[config.mk]
export PLATFORM = sky130hd
export DESIGN_NAME = lsu_mc
export DESIGN_NICKNAME = d
export VERILOG_FILES = /design/src/rtl/lsu_mc.sv
export SDC_FILE = /design/constraint.sdc
export NUM_CORES = 1
export LEC_CHECK = 0
export CORE_AREA = 2 2 333 335
export DETAILED_ROUTE_END_ITERATION = 8
export DIE_AREA = 0 0 335 337
export SYNTH_ARGS = -nofsm -noshare
export SYNTH_HDL_FRONTEND = slang
export SYNTH_SLANG_ARGS = --single-unit
[constraint.sdc]
create_clock -name clk_i -period 15.6 [get_ports clk_i]
set_clock_uncertainty 0.15 [all_clocks]
set_input_delay 3.12 -clock clk_i [delete_from_list [all_inputs] [get_ports clk_i]]
set_output_delay 3.12 -clock clk_i [all_outputs]
set_load 0.1 [all_outputs]
[src/rtl/lsu_mc.sv]
`default_nettype none
// ============================================================================
// Module  : lsu_mc
// Brief   : Multi-channel free-list header load/store unit. Round-robin shared
//           memory port, lock spin+CAS with bounded retries and backoff.
// Revision: 1.0
// ============================================================================
module lsu_mc #(
   parameter int DATA_W      = 64,
   parameter int N_CH        = 2,
   parameter int NEXT_OFFSET = 8,
   parameter int LOCK_OFFSET = 16,
   parameter int MAX_TRIES   = 8,
   parameter int BACKOFF_CYC = 4
) (
   input  logic                     clk_i,
   input  logic                     rst_i,
   input  logic [N_CH-1:0]          req_val_i,
   output logic [N_CH-1:0]          req_rdy_o,
   input  logic [3*N_CH-1:0]        req_op_i,
   input  logic [DATA_W*N_CH-1:0]   req_addr_i,
   input  logic [DATA_W*N_CH-1:0]   req_size_i,
   input  logic [DATA_W*N_CH-1:0]   req_next_i,
   output logic [N_CH-1:0]          rsp_val_o,
   input  logic [N_CH-1:0]          rsp_rdy_i,
   output logic [DATA_W-1:0]        rsp_addr_o,
   output logic [DATA_W-1:0]        rsp_size_o,
   output logic [DATA_W-1:0]        rsp_next_o,
   output logic                     rsp_err_o,
   output logic                     mem_req_val_o,
   input  logic                     mem_req_rdy_i,
   output logic                     mem_req_is_write_o,
   output logic                     mem_req_is_cas_o,
   output logic [DATA_W-1:0]        mem_req_addr_o,
   output logic [DATA_W-1:0]        mem_req_data_o,
   output logic [DATA_W-1:0]        mem_req_cas_exp_o,
   input  logic                     mem_rsp_val_i,
   output logic                     mem_rsp_rdy_o,
   input  logic [DATA_W-1:0]        mem_rsp_data_i
);

   localparam int c_CH_W = (N_CH > 1) ? $clog2(N_CH) : 1;

   localparam logic [3:0] c_IDLE     = 4'd0;
   localparam logic [3:0] c_LK_RD    = 4'd1;
   localparam logic [3:0] c_LK_CAS   = 4'd2;
   localparam logic [3:0] c_BACKOFF  = 4'd3;
   localparam logic [3:0] c_UL_WR    = 4'd4;
   localparam logic [3:0] c_LD_SIZE  = 4'd5;
   localparam logic [3:0] c_LD_NEXT  = 4'd6;
   localparam logic [3:0] c_ST_SIZE  = 4'd7;
   localparam logic [3:0] c_ST_NEXT  = 4'd8;
   localparam logic [3:0] c_WAIT_RSP = 4'd9;
   localparam logic [3:0] c_RSP      = 4'd10;

   localparam logic [2:0] c_OP_LOCK   = 3'd0;
   localparam logic [2:0] c_OP_UNLOCK = 3'd1;
   localparam logic [2:0] c_OP_LOAD   = 3'd2;
   localparam logic [2:0] c_OP_INSERT = 3'd3;
   localparam logic [2:0] c_OP_DELETE = 3'd4;

   logic [3:0]        r_state, w_state_nxt, r_issue;
   logic [c_CH_W-1:0] r_rr, r_owner, w_gnt_idx;
   logic              w_gnt_hit, w_take, w_issuing, w_rsp_take, w_fail, w_last_try;
   logic [2:0]        w_sel_op;
   logic [DATA_W-1:0] w_sel_addr, w_sel_size, w_sel_next;
   logic [DATA_W-1:0] r_addr, r_size, r_next, r_ld_size, r_ld_next;
   logic [DATA_W-1:0] w_lock_addr, w_next_addr, w_cas_new, w_fail_dummy;
   logic              r_err;
   logic [31:0]       r_tries, r_bo;
   logic [3:0]        w_fail_nxt;

   // Cyclic search starting just after the last granted channel.
   always_comb begin : p_grant
      int j;
      w_gnt_hit = 1'b0;
      w_gnt_idx = '0;
      j         = 0;
      for (int k = 1; k <= N_CH; k++) begin
         j = int'(r_rr) + k;
         if (j >= N_CH) j = j - N_CH;
         if (!w_gnt_hit && req_val_i[j[c_CH_W-1:0]]) begin
            w_gnt_hit = 1'b1;
            w_gnt_idx = j[c_CH_W-1:0];
         end
      end
   end

   assign w_sel_op    = req_op_i[3*w_gnt_idx +: 3];
   assign w_sel_addr  = req_addr_i[DATA_W*w_gnt_idx +: DATA_W];
   assign w_sel_size  = req_size_i[DATA_W*w_gnt_idx +: DATA_W];
   assign w_sel_next  = req_next_i[DATA_W*w_gnt_idx +: DATA_W];
   assign w_take      = (r_state == c_IDLE) && w_gnt_hit;

   assign w_lock_addr = r_addr + DATA_W'(LOCK_OFFSET);
   assign w_next_addr = r_addr + DATA_W'(NEXT_OFFSET);
   assign w_cas_new   = DATA_W'(r_owner) + DATA_W'(1);
   assign w_fail_dummy = '0;

   assign w_issuing  = (r_state == c_LK_RD)   || (r_state == c_LK_CAS)  ||
                       (r_state == c_UL_WR)   || (r_state == c_LD_SIZE) ||
                       (r_state == c_LD_NEXT) || (r_state == c_ST_SIZE) ||
                       (r_state == c_ST_NEXT);
   assign w_rsp_take = (r_state == c_WAIT_RSP) && mem_rsp_val_i;
   // Lock read sees a held lock, or CAS lost the race: both count as one failed try.
   assign w_fail     = w_rsp_take && ((r_issue == c_LK_RD) || (r_issue == c_LK_CAS)) &&
                       (mem_rsp_data_i != w_fail_dummy);
   assign w_last_try = (r_tries + 32'd1) == 32'(MAX_TRIES);
   assign w_fail_nxt = w_last_try ? c_RSP : ((BACKOFF_CYC == 0) ? c_LK_RD : c_BACKOFF);

   always_ff @(posedge clk_i or posedge rst_i) begin : p_state
      if (rst_i) r_state <= c_IDLE;
      else       r_state <= w_state_nxt;
   end

   always_comb begin : p_next
      w_state_nxt = r_state;
      case (r_state)
         c_IDLE: begin
            if (w_gnt_hit) begin
               case (w_sel_op)
                  c_OP_LOCK:   w_state_nxt = c_LK_RD;
                  c_OP_UNLOCK: w_state_nxt = c_UL_WR;
                  c_OP_LOAD:   w_state_nxt = c_LD_SIZE;
                  c_OP_INSERT: w_state_nxt = c_ST_SIZE;
                  c_OP_DELETE: w_state_nxt = c_ST_NEXT;
                  default:     w_state_nxt = c_RSP;
               endcase
            end
         end
         c_LK_RD, c_LK_CAS, c_UL_WR, c_LD_SIZE, c_LD_NEXT, c_ST_SIZE, c_ST_NEXT: begin
            if (mem_req_rdy_i) w_state_nxt = c_WAIT_RSP;
         end
         c_WAIT_RSP: begin
            if (w_fail) w_state_nxt = w_fail_nxt;
            else if (mem_rsp_val_i) begin
               case (r_issue)
                  c_LK_RD:   w_state_nxt = c_LK_CAS;
                  c_LD_SIZE: w_state_nxt = c_LD_NEXT;
                  c_ST_SIZE: w_state_nxt = c_ST_NEXT;
                  default:   w_state_nxt = c_RSP;
               endcase
            end
         end
         c_BACKOFF: begin
            if (r_bo == 32'(BACKOFF_CYC - 1)) w_state_nxt = c_LK_RD;
         end
         c_RSP: begin
            if (rsp_rdy_i[r_owner]) w_state_nxt = c_IDLE;
         end
         default: w_state_nxt = c_IDLE;
      endcase
   end

   always_ff @(posedge clk_i or posedge rst_i) begin : p_data
      if (rst_i) begin
         r_rr      <= c_CH_W'(N_CH - 1);
         r_owner   <= '0;
         r_issue   <= c_IDLE;
         r_addr    <= '0;
         r_size    <= '0;
         r_next    <= '0;
         r_ld_size <= '0;
         r_ld_next <= '0;
         r_err     <= 1'b0;
         r_tries   <= '0;
         r_bo      <= '0;
      end else begin
         if (w_take) begin
            r_rr      <= w_gnt_idx;
            r_owner   <= w_gnt_idx;
            r_addr    <= w_sel_addr;
            r_size    <= w_sel_size;
            r_next    <= w_sel_next;
            r_ld_size <= '0;
            r_ld_next <= '0;
            r_err     <= (w_sel_op > c_OP_DELETE);
            r_tries   <= '0;
         end
         if (w_issuing && mem_req_rdy_i) r_issue <= r_state;
         if (w_rsp_take && (r_issue == c_LD_SIZE)) r_ld_size <= mem_rsp_data_i;
         if (w_rsp_take && (r_issue == c_LD_NEXT)) r_ld_next <= mem_rsp_data_i;
         if (w_fail) begin
            r_tries <= r_tries + 32'd1;
            r_bo    <= '0;
            if (w_last_try) r_err <= 1'b1;
         end
         if (r_state == c_BACKOFF) r_bo <= r_bo + 32'd1;
      end
   end

   always_comb begin : p_out
      req_rdy_o          = '0;
      rsp_val_o          = '0;
      rsp_addr_o         = '0;
      rsp_size_o         = '0;
      rsp_next_o         = '0;
      rsp_err_o          = 1'b0;
      mem_req_val_o      = 1'b0;
      mem_req_is_write_o = 1'b0;
      mem_req_is_cas_o   = 1'b0;
      mem_req_addr_o     = '0;
      mem_req_data_o     = '0;
      mem_req_cas_exp_o  = '0;
      mem_rsp_rdy_o      = 1'b0;
      if (w_take) req_rdy_o[w_gnt_idx] = 1'b1;
      case (r_state)
         c_LK_RD: begin
            mem_req_val_o  = 1'b1;
            mem_req_addr_o = w_lock_addr;
         end
         c_LK_CAS: begin
            mem_req_val_o    = 1'b1;
            mem_req_is_cas_o = 1'b1;
            mem_req_addr_o   = w_lock_addr;
            mem_req_data_o   = w_cas_new;
         end
         c_UL_WR: begin
            mem_req_val_o      = 1'b1;
            mem_req_is_write_o = 1'b1;
            mem_req_addr_o     = w_lock_addr;
         end
         c_LD_SIZE: begin
            mem_req_val_o  = 1'b1;
            mem_req_addr_o = r_addr;
         end
         c_LD_NEXT: begin
            mem_req_val_o  = 1'b1;
            mem_req_addr_o = w_next_addr;
         end
         c_ST_SIZE: begin
            mem_req_val_o      = 1'b1;
            mem_req_is_write_o = 1'b1;
            mem_req_addr_o     = r_addr;
            mem_req_data_o     = r_size;
         end
         c_ST_NEXT: begin
            mem_req_val_o      = 1'b1;
            mem_req_is_write_o = 1'b1;
            mem_req_addr_o     = w_next_addr;
            mem_req_data_o     = r_next;
         end
         c_WAIT_RSP: mem_rsp_rdy_o = 1'b1;
         c_RSP: begin
            rsp_val_o[r_owner] = 1'b1;
            rsp_addr_o         = r_addr;
            rsp_size_o         = r_ld_size;
            rsp_next_o         = r_ld_next;
            rsp_err_o          = r_err;
         end
         default: ;
      endcase
   end

endmodule
`default_nettype wire

# --- Word-level counts from Yosys, hierarchy flattened ---
# Index checks and enable logic that the tools add are counted.
# W data, S select, Z words.
word_totals:
  regBits: 395
  inputBits: 462
op_classes:
  add_sub_neg: 9
  n_mul: 1
  magnitude_cmp: 9
  eq_ne: 26
  n_shift: 4
  muxes: 48
  reduce_logical: 31
op_table:
  columns: ["op", "count"]
  rows:
  - ["$mux W64", 6]
  - ["$pmux W64 S3", 2]
  - ["$shiftx A128 B8 Y64", 3]
  - ["$mux W32", 4]
  - ["$add A32 B1 Y32 const B", 2]
  - ["$add A64 B4 Y64 const B", 1]
  - ["$add A64 B5 Y64 const B", 1]
  - ["$reduce_bool A64 Y1", 1]
  - ["$pmux W4 S5", 2]
  - ["$eq A32 B2 Y1 const B", 1]
  - ["$eq A32 B4 Y1 const B", 1]
  - ["$eq A4 B3 Y1 const B", 7]
  - ["$mux W4", 7]
  - ["$mux W1", 22]
  - ["$eq A4 B2 Y1 const B", 3]
  - ["$eq A4 B4 Y1 const B", 3]
  - ["$pmux W4 S3", 1]
  - ["$logic_and A1 B1 Y1", 10]
  - ["$eq A4 B1 Y1 const B", 2]
  - ["$lt A1 B2 Y1 const B", 4]
  - ["$reduce_bool A2 Y1", 4]
  - ["$logic_or A1 B1 Y1", 7]
  - ["$reduce_or A7 Y1", 1]
  - ["$eq A3 B2 Y1 const B", 2]
  - ["22 further kinds", 31]

# --- Longest topological paths before layout ---
depth:
  depth_word: 15
  ltp_mapped: 10
  ltp_nobuf: 8

# --- Least setup slack after synthesis ---
# Ideal clock, no wire load.
synth_path:
  path_type: "register to output"
  start: "reg r_addr[4]"
  end: "out mem_req_addr_o[52]"
  t_arrival_ns: 5.345
  required_ns: 12.330
  path_slack_ns: 6.985
  stages_incl_launch_ff: 8
  n_path_buf: 0
  path_cell_list: "dfrtp_1 > ha_1 > nand2_1 > nor4_2 > nand4_1 > nor3_1 > nand3_1 > o311ai_0"
synth_via:
  elab_chain_cells: 2
synth_rtl:
  columns: ["element", "line_no", "rtl"]
  rows:
  - ["start: declaration", "67", "logic [DATA_W-1:0] r_addr, r_size, r_next, r_ld_size, r_ld_next;"]
  - ["start signal: assignment", "172", "r_addr <= w_sel_addr;"]
  - ["$add A64 B4 Y64 / $add A64 B5 Y64 (equally long branches)", "96, 95", null]
  - ["$pmux W64 S3 (*)", "207", "case (r_state)"]
  - ["end: declaration", "34", "output logic [DATA_W-1:0] mem_req_addr_o,"]
# Mark *: on every way between the ends. The rest lies on a longest branch, timed or not.

# --- Worst setup path in the final report ---
layout_path:
  start: "in req_val_i[1]"
  end: "out req_rdy_o[1]"
layout_via:
  elab_chain_cells: 11
layout_rtl:
  columns: ["element", "line_no", "rtl"]
  rows:
  - ["start: declaration", "18", "input logic [N_CH-1:0] req_val_i,"]
  - ["$mux W1 (not written as such) (2 in series)", "82", "if (!w_gnt_hit && req_val_i[j[c_CH_W-1:0]]) begin"]
  - ["$mux W1", "82", null]
  - ["$logic_not A1 Y1", "82", null]
  - ["$logic_and A1 B1 Y1", "82", null]
  - ["$mux W1", "82", null]
  - ["$lt A1 B2 Y1 (not written as such) / $ge A1 B1 Y1 (equally long branches)", "206", "if (w_take) req_rdy_o[w_gnt_idx] = 1'b1;"]
  - ["$logic_and A1 B1 Y1 (not written as such)", "206", null]
  - ["$mux W1 (not written as such)", "206", null]
  - ["$demux W1 S1", "206", null]
  - ["$mux W2 (*)", "206", null]
  - ["end: declaration", "19", "output logic [N_CH-1:0] req_rdy_o,"]
# Mark *: on every way between the ends. The rest lies on a longest branch, timed or not. The select of a mux whose other input is x is not followed.

==> reports/qor.txt <==
status: finished, violations left
failing checks: max-capacitance violations, max-slew violations
layout cell share with drive strength beyond 1: 0.0509
register area share after synthesis: 0.428
r2r startpoint: r_state[2]
RSZ-0062 raised after global routing: false
CTS tree: done
CTS Sinks: 395
largest net degree at the start of global routing: 163
DRC Markers: 0
Power Internal: 2890 uW
clk buf depth: 3
slowest stage delay, CP: 1150 ps
final slew viol count: 2
Slew HR: -0.0473
Post-synth EDFFs: 0
vias in the first global route: 22.8k
clock share of power: 0.180
first-pass detailed-route iteration total: 6
main area contributors after synthesis: dfrtp_1 43%, nand2_1 9.3%, o21ai_0 8.2%, a22oi_1 6.3%, and2_1 5.6%
initial antenna violation count: 22
commonest non-fill, non-tap cell in the layout: clkdlybuf4s50_1
crit path max-delay cell type: clkdlybuf4s50_1
Arr. time, crit path: 6140 ps
Lkg Pwr: 0.0137 uW
setup bufs post-CTS: 0
Seq pwr share: 0.269
Buffers on Ports: 790
gr ovfl total: 0
most frequent cells in the layout: 784 x clkdlybuf4s50_1, 572 x nand2_1, 394 x dfrtp_1
Util after Layout: 0.308
setup violators final: 0
Initial Utilization: 0.211
Critical Path RT: 12330 ps
Syn Area/Cell: 8.17 um2
Die Span X: 335 um
clock-pin slew of the registers on the worst-case setup and hold paths: 60 ps
CTS Buf Count: 50
fmax: 106 MHz
slew of the pin with the lowest slew margin: 1560 ps
Min-Delay Endpoint: r_size[22]
Die ar.: 113000 um2
DRT Wirelength: 110 mm
Ys Warns: 0
WHS: 328 ps
via/cell ratio: 4.90
antenna-violating nets left: 0
Post-CTS Resized: 0
Std-Cell Rows: 122
Yosys top cell area share: 0.427
first-pass GRT wire length: 157 mm
post-synthesis async set-or-reset flop share: 1.00
reg-to-reg slack, setup: 11840 ps
Crit. End Element: output pin
setup_tns: 0 ps
DR WL/cell: 22.3 um
Max H-tree Level: 2
CP max FO: 61
cts hold-fix bufs: 0
crit share post-route: 0.603
Post-Syn Area: 23100 um2
most area-hungry cell type in the Yosys netlist: dfrtp_1
FF-to-FF End: r_tries[31]
peak supply drop: 109 uV
core area: 110000 um2
DR vias: 24.2k
Main synth FF type: dfrtp_1
Sw Share: 0.553
CP delay by family, top: buffers and inverters
gr usage total: 0.185
number of top-level pins: 855
later-pin clock latency in the skew report: 630 ps
synth unique cells: 79
Hold/Removal Path Class: flop to flop
R2R depth: 8
Logic pwr share: 0.550
min Tclk post-route: 9410 ps
number of nets in the layout: 3944
Critical Path Most Common Cell: clkdlybuf4s50_1
worst hold stages: 2
CTS root buffer: clkbuf_16
Post-Synthesis Cells: 2827
CP Class: input pin to output pin
Chip Height: 337 um
max cap viols: 1
HPWL after DPL: 82.4 mm
endpoints failing hold: 0
Sw Pwr: 3570 uW
gp weighted congestion: 0.938
critical path cell sequence: clkdlybuf4s50_1, a21boi_4, buf_4, and2_1, clkdlybuf4s50_1
CP bufs+invs: 3
Synth Register Bits: 395
P&R area growth vs syn: 45.9%
initial DRC count: 1900
Worst Hold Launch: r_size[22]
startpoint types: input pin
Power Total: 6460 uW
Power per Cell Area: 192 nW/um2
==> kinds of logic after synthesis <==
group / count (synthesis) / synth area share
simple gates: 1231 / 0.259
other cells: 1 / 0.000162
compound gates: 826 / 0.228
flops: 395 / 0.428
fa+ha+maj: 5 / 0.00260
mux: 19 / 0.00850
buf+inv: 324 / 0.0643
xor+xnor: 26 / 0.00986
==> worst reg2reg max path, stage by stage (launching register included) <==
cell and delay [ps]:
dfrtp_1 550, nand2b_1 320, nor3b_2 460, nand2_1 230, or3_2 510, buf_4 350, and2_1 610, o21ai_0 320
o31ai_1 110
==> area by class of cell <==
cell class | instances | area [um2]
fillers | 11700 | 75900
multi-input cells | 2171 | 12100
flip-flops and latches | 395 | 9890
repair buffers | 835 | 8260
well taps | 1426 | 1780
clock buffers | 73 | 1470
clock inverters | 17 | 138
inverters | 25 | 101
diodes | 5 | 12.5
==> power by group through the flow <==
| stage | logic, uW | registers, uW | clock network (uW) |
|---|---|---|---|
| 5_1_grt | 3760 | 1780 | 1240 |
| 3_3_place_gp | 3550 | 1740 | 0 |
| 2_1_floorplan | 2590 | 1540 | 0 |
| 6_report | 3550 | 1740 | 1160 |
| 3_5_place_dp | 3570 | 1750 | 0 |
| 4_1_cts | 3580 | 1730 | 1200 |
==> registers in the layout, summed over array words and instances (netlist names) <==
name / cells
r_ld_next: 64
r_bo: 32
r_state: 4
r_err: 1
r_ld_size: 64
r_owner: 1
r_addr: 64
r_next: 64
r_rr: 1
r_issue: 4
r_size: 64
r_tries: 32
==> synthesized netlist by cell type (14+ instances only) <==
cell,count
inv_1,25
nand4_1,57
o21ai_0,378
a22o_1,64
a22oi_1,195
nor3_1,53
buf_4,66
and3_1,17
and2_1,208
o31ai_1,30
buf_1,19
nor2_1,100
a21oi_1,51
nand3_1,118
nor4_1,37
nand2_1,574
a31oi_1,24
xnor2_1,15
clkbuf_1,202
dfrtp_1,394
mux2i_1,14
==> per-layer routing <==
| layer | share of wire | track usage |
|---|---|---|
| met5 | 0.00098 | 0 |
| met4 | 0.040 | 0.0713 |
| met2 | 0.48 | 0.310 |
| met3 | 0.076 | 0.0464 |
| met1 | 0.41 | 0.229 |
==> worst max path at each step <==
stage,from,end,slack [ps],depth (start not counted)
6_report,req_val_i[1],req_rdy_o[1],6190,5
3_3_place_gp,req_val_i[1],req_rdy_o[1],6210,5
2_1_floorplan,rst_i,r_addr[0],1350,1
4_1_cts,req_val_i[1],req_rdy_o[1],6180,5
5_1_grt,req_val_i[1],req_rdy_o[1],6120,5
3_5_place_dp,req_val_i[1],req_rdy_o[1],6180,5
==> through the flow <==
step                      worst slack [ps]  cells  cell area, um2
after global placement                6210   4852           32100
after detailed placement              6180   4852           32100
final                                 6190   4947           33700
after floorplan                       1350   2890           23300
after global routing                  6120   4946           33700
after CTS                             6180   4942           33700
No activity file was read; power rests on OpenSTA's default activity.
==> RTL edit, RTL diff (same settings) <==
Register the output `rsp_err_o`; this adds one clock of latency there. The other outputs are not delayed to match.
--- a/src/rtl/lsu_mc.sv
+++ b/src/rtl/lsu_mc.sv
@@ -59,6 +59,8 @@
    localparam logic [2:0] c_OP_INSERT = 3'd3;
    localparam logic [2:0] c_OP_DELETE = 3'd4;
 
+   logic rsp_err_d;
+
    logic [3:0]        r_state, w_state_nxt, r_issue;
    logic [c_CH_W-1:0] r_rr, r_owner, w_gnt_idx;
    logic              w_gnt_hit, w_take, w_issuing, w_rsp_take, w_fail, w_last_try;
@@ -195,7 +197,7 @@
       rsp_addr_o         = '0;
       rsp_size_o         = '0;
       rsp_next_o         = '0;
-      rsp_err_o          = 1'b0;
+      rsp_err_d          = 1'b0;
       mem_req_val_o      = 1'b0;
       mem_req_is_write_o = 1'b0;
       mem_req_is_cas_o   = 1'b0;
@@ -246,12 +248,16 @@
             rsp_addr_o         = r_addr;
             rsp_size_o         = r_ld_size;
             rsp_next_o         = r_ld_next;
-            rsp_err_o          = r_err;
+            rsp_err_d          = r_err;
          end
          default: ;
       endcase
    end
 
+   always_ff @(posedge clk_i) begin
+      rsp_err_o <= rsp_err_d;
+   end
+
 endmodule
 `default_nettype wire
 
Behaviour: not the same (a bounded check fails within 4 cycles, from zero or initial values and one cycle with rst_i high).
==> RTL edit against the original RTL <==
- register-to-register slack got worse by 0.07 ns
- die area unchanged
- wire length decreased by 3.0%
- first-iteration DRC count increased by 17%
- maximum frequency decreased by 1.3%
- core utilization about the same
- critical path depth increased by 1
- sequential cell count increased by 1
- final area about the same
- total power increased by 1.4%
- non-clock buffer count decreased by 5
- setup slack got worse by 0.13 ns
- area after synthesis increased by 0.41%
- largest cell class unchanged
==> RTL edit: results (changes against the original RTL) <==
- Max layer used: met5 (unchanged)
- GR Util met2: 29.0% (was 31.0%)
- Placed cell area: 32,100 µm² (about the same)
- Total GRT Usage: 17.9% (was 18.5%)
- Mux contribution to synthesized area: 0.814% (was 0.850%)
- Total wire length: 107,000 µm (was 110,000 µm)
- FFs w/ async S/R, synth: 99.7% (was 100%)
- Launch point of the worst reg-to-reg path: r_rr$_DFFE_PP1P_ (was r_state[2]$_DFFE_PP0P_)
- Non-Filler Instances: 4,931 (was 4,947)
- Layout net count: 3,936 (was 3,944)
- Gpl congestion: 0.947 (was 0.938)
- Met2 wire len: 50,500 µm (was 52,500 µm)
- Antenna violations before repair: 18 (was 22)
- Initial DRC count: 2,223 (was 1,900)
- Final hold viol count: 0 (unchanged)
- Synth Area in Compound Gates: 24.3% (was 22.8%)
- Post-Place Cells: 4,845 (was 4,852)
- CP Data Arrival Time: 6.27 ns (was 6.14 ns)
- Unique masters post-synth: 74 (was 79)
- Met1 Usage GRT: 23.7% (was 22.9%)
- Met3 usage: 3.84% (was 4.64%)
- Synth Area in XOR/XNOR: 0.831% (was 0.986%)
- First-pass GRT wire length: 152,000 µm (was 157,000 µm)
- Min-delay src: r_next[31]$_DFFE_PP0P_ (was r_size[22]$_DFFE_PP0P_)
- Leakage: 13.1 nW (was 13.7 nW)
- DR vias: 24,000 (was 24,200)
- Largest net degree at the start of global routing: 155 (was 163)
- M1 WL: 45,500 µm (was 45,000 µm)
- CTS clk-pin slew, worst paths: 0.06 ns (about the same)
- Adder-Cell Fraction of Synth Area: 0.259% (was 0.260%)
- WL met3: 7830 µm (was 8440 µm)
- Vias in the first global route: 22,200 (was 22,800)
- Most frequent cells after synthesis: 564 x nand2_1, 437 x o21ai_0, 394 x dfrtp_1 (was 574 x nand2_1, 394 x dfrtp_1, 378 x o21ai_0)
- Outcome: completed (was finished with violations)
- Clk_lat worst skew: 0.63 ns (about the same)
- Pre-CTS setup slack: 5.96 ns (was 6.18 ns)
- Fraction of layout instances using a drive strength above 1: 4.51% (was 5.09%)
- Syn Inst Count: 2,848 (was 2,827)
- Max FO, Critical Path: 41 (was 61)
- Rel. slew slack: 22.3% (was -4.73%)
- Post-synthesis sequential area ratio: 42.7% (was 42.8%)
- VDD IR max: 0.000115 V (was 0.000109 V)
- Dominant cells by area after synthesis: dfrtp_1 42%, o21ai_0 9.4%, nand2_1 9.1% (was dfrtp_1 43%, nand2_1 9.3%, o21ai_0 8.2%)
- Hold Path Class: reg -> reg (unchanged)
- Sw frac: 55.6% (was 55.3%)
- Row cnt: 122 (unchanged)
- CTS buffer count: 49 (was 50)
- HPWL after detailed placement: 80,200 µm (was 82,400 µm)
-- RTL edit: cell count changes after synthesis, moves of 9 or more --
cell and change:
clkbuf_1 +20, o21ai_0 +59, nand2_1 -10, nor3_1 -9, nand3_1 -61, a21oi_1 +9
-- RTL edit: critical path, cell delays in order --
cell	delay, ns
clkdlybuf4s50_1	0.56
a21boi_4	0.21
buf_4	0.28
buf_4	0.25
nor2_1	0.50
clkdlybuf4s50_1	1.31
-- RTL edit: area by class of cell --
| cell class | count | area, µm² |
|---|---|---|
| multi-input cells | 2176 | 12100 |
| inverters | 17 | 71.3 |
| clock buffers | 70 | 1420 |
| diodes | 4 | 10.0 |
| fillers | 11700 | 75900 |
| repair buffers | 830 | 8230 |
| flip-flops and latches | 396 | 9910 |
| well taps | 1426 | 1780 |
| clock inverters | 12 | 206 |
-- RTL edit: power by group through the flow --
stage	clock (mW)	combinational, mW	sequential (mW)
finish	1.17	3.65	1.73
global route	1.24	3.87	1.78
CTS	1.20	3.67	1.72
detailed placement	0	3.66	1.73
global placement	0	3.64	1.73
floorplan	0	2.66	1.52
-- RTL edit: worst paths after layout --
path | to | slack (ns) | depth (start not counted)
hold / removal | r_next[31]$_DFFE_PP0P_ | 0.33 | 2
min in group asynchronous | r_ld_next[35]$_DFFE_PP0P_ | 2.83 | 2
setup reg to reg | r_addr[5]$_DFFE_PP0P_ | 11.77 | 8
max in group asynchronous | r_addr[27]$_DFFE_PP0P_ | 10.11 | 4
hold reg to reg | r_next[31]$_DFFE_PP0P_ | 0.33 | 2
setup / recovery | req_rdy_o[0] | 6.06 | 6
-- RTL edit: kinds of logic (layout without fill, tap and decap cells) --
logic type,Yosys count,after routing
compound gates,901,901
xor+xnor,22,22
fa+ha+maj,5,5
buf+inv,339,929
flops,396,396
mux,18,18
other cells,1,68
simple gates,1166,1166
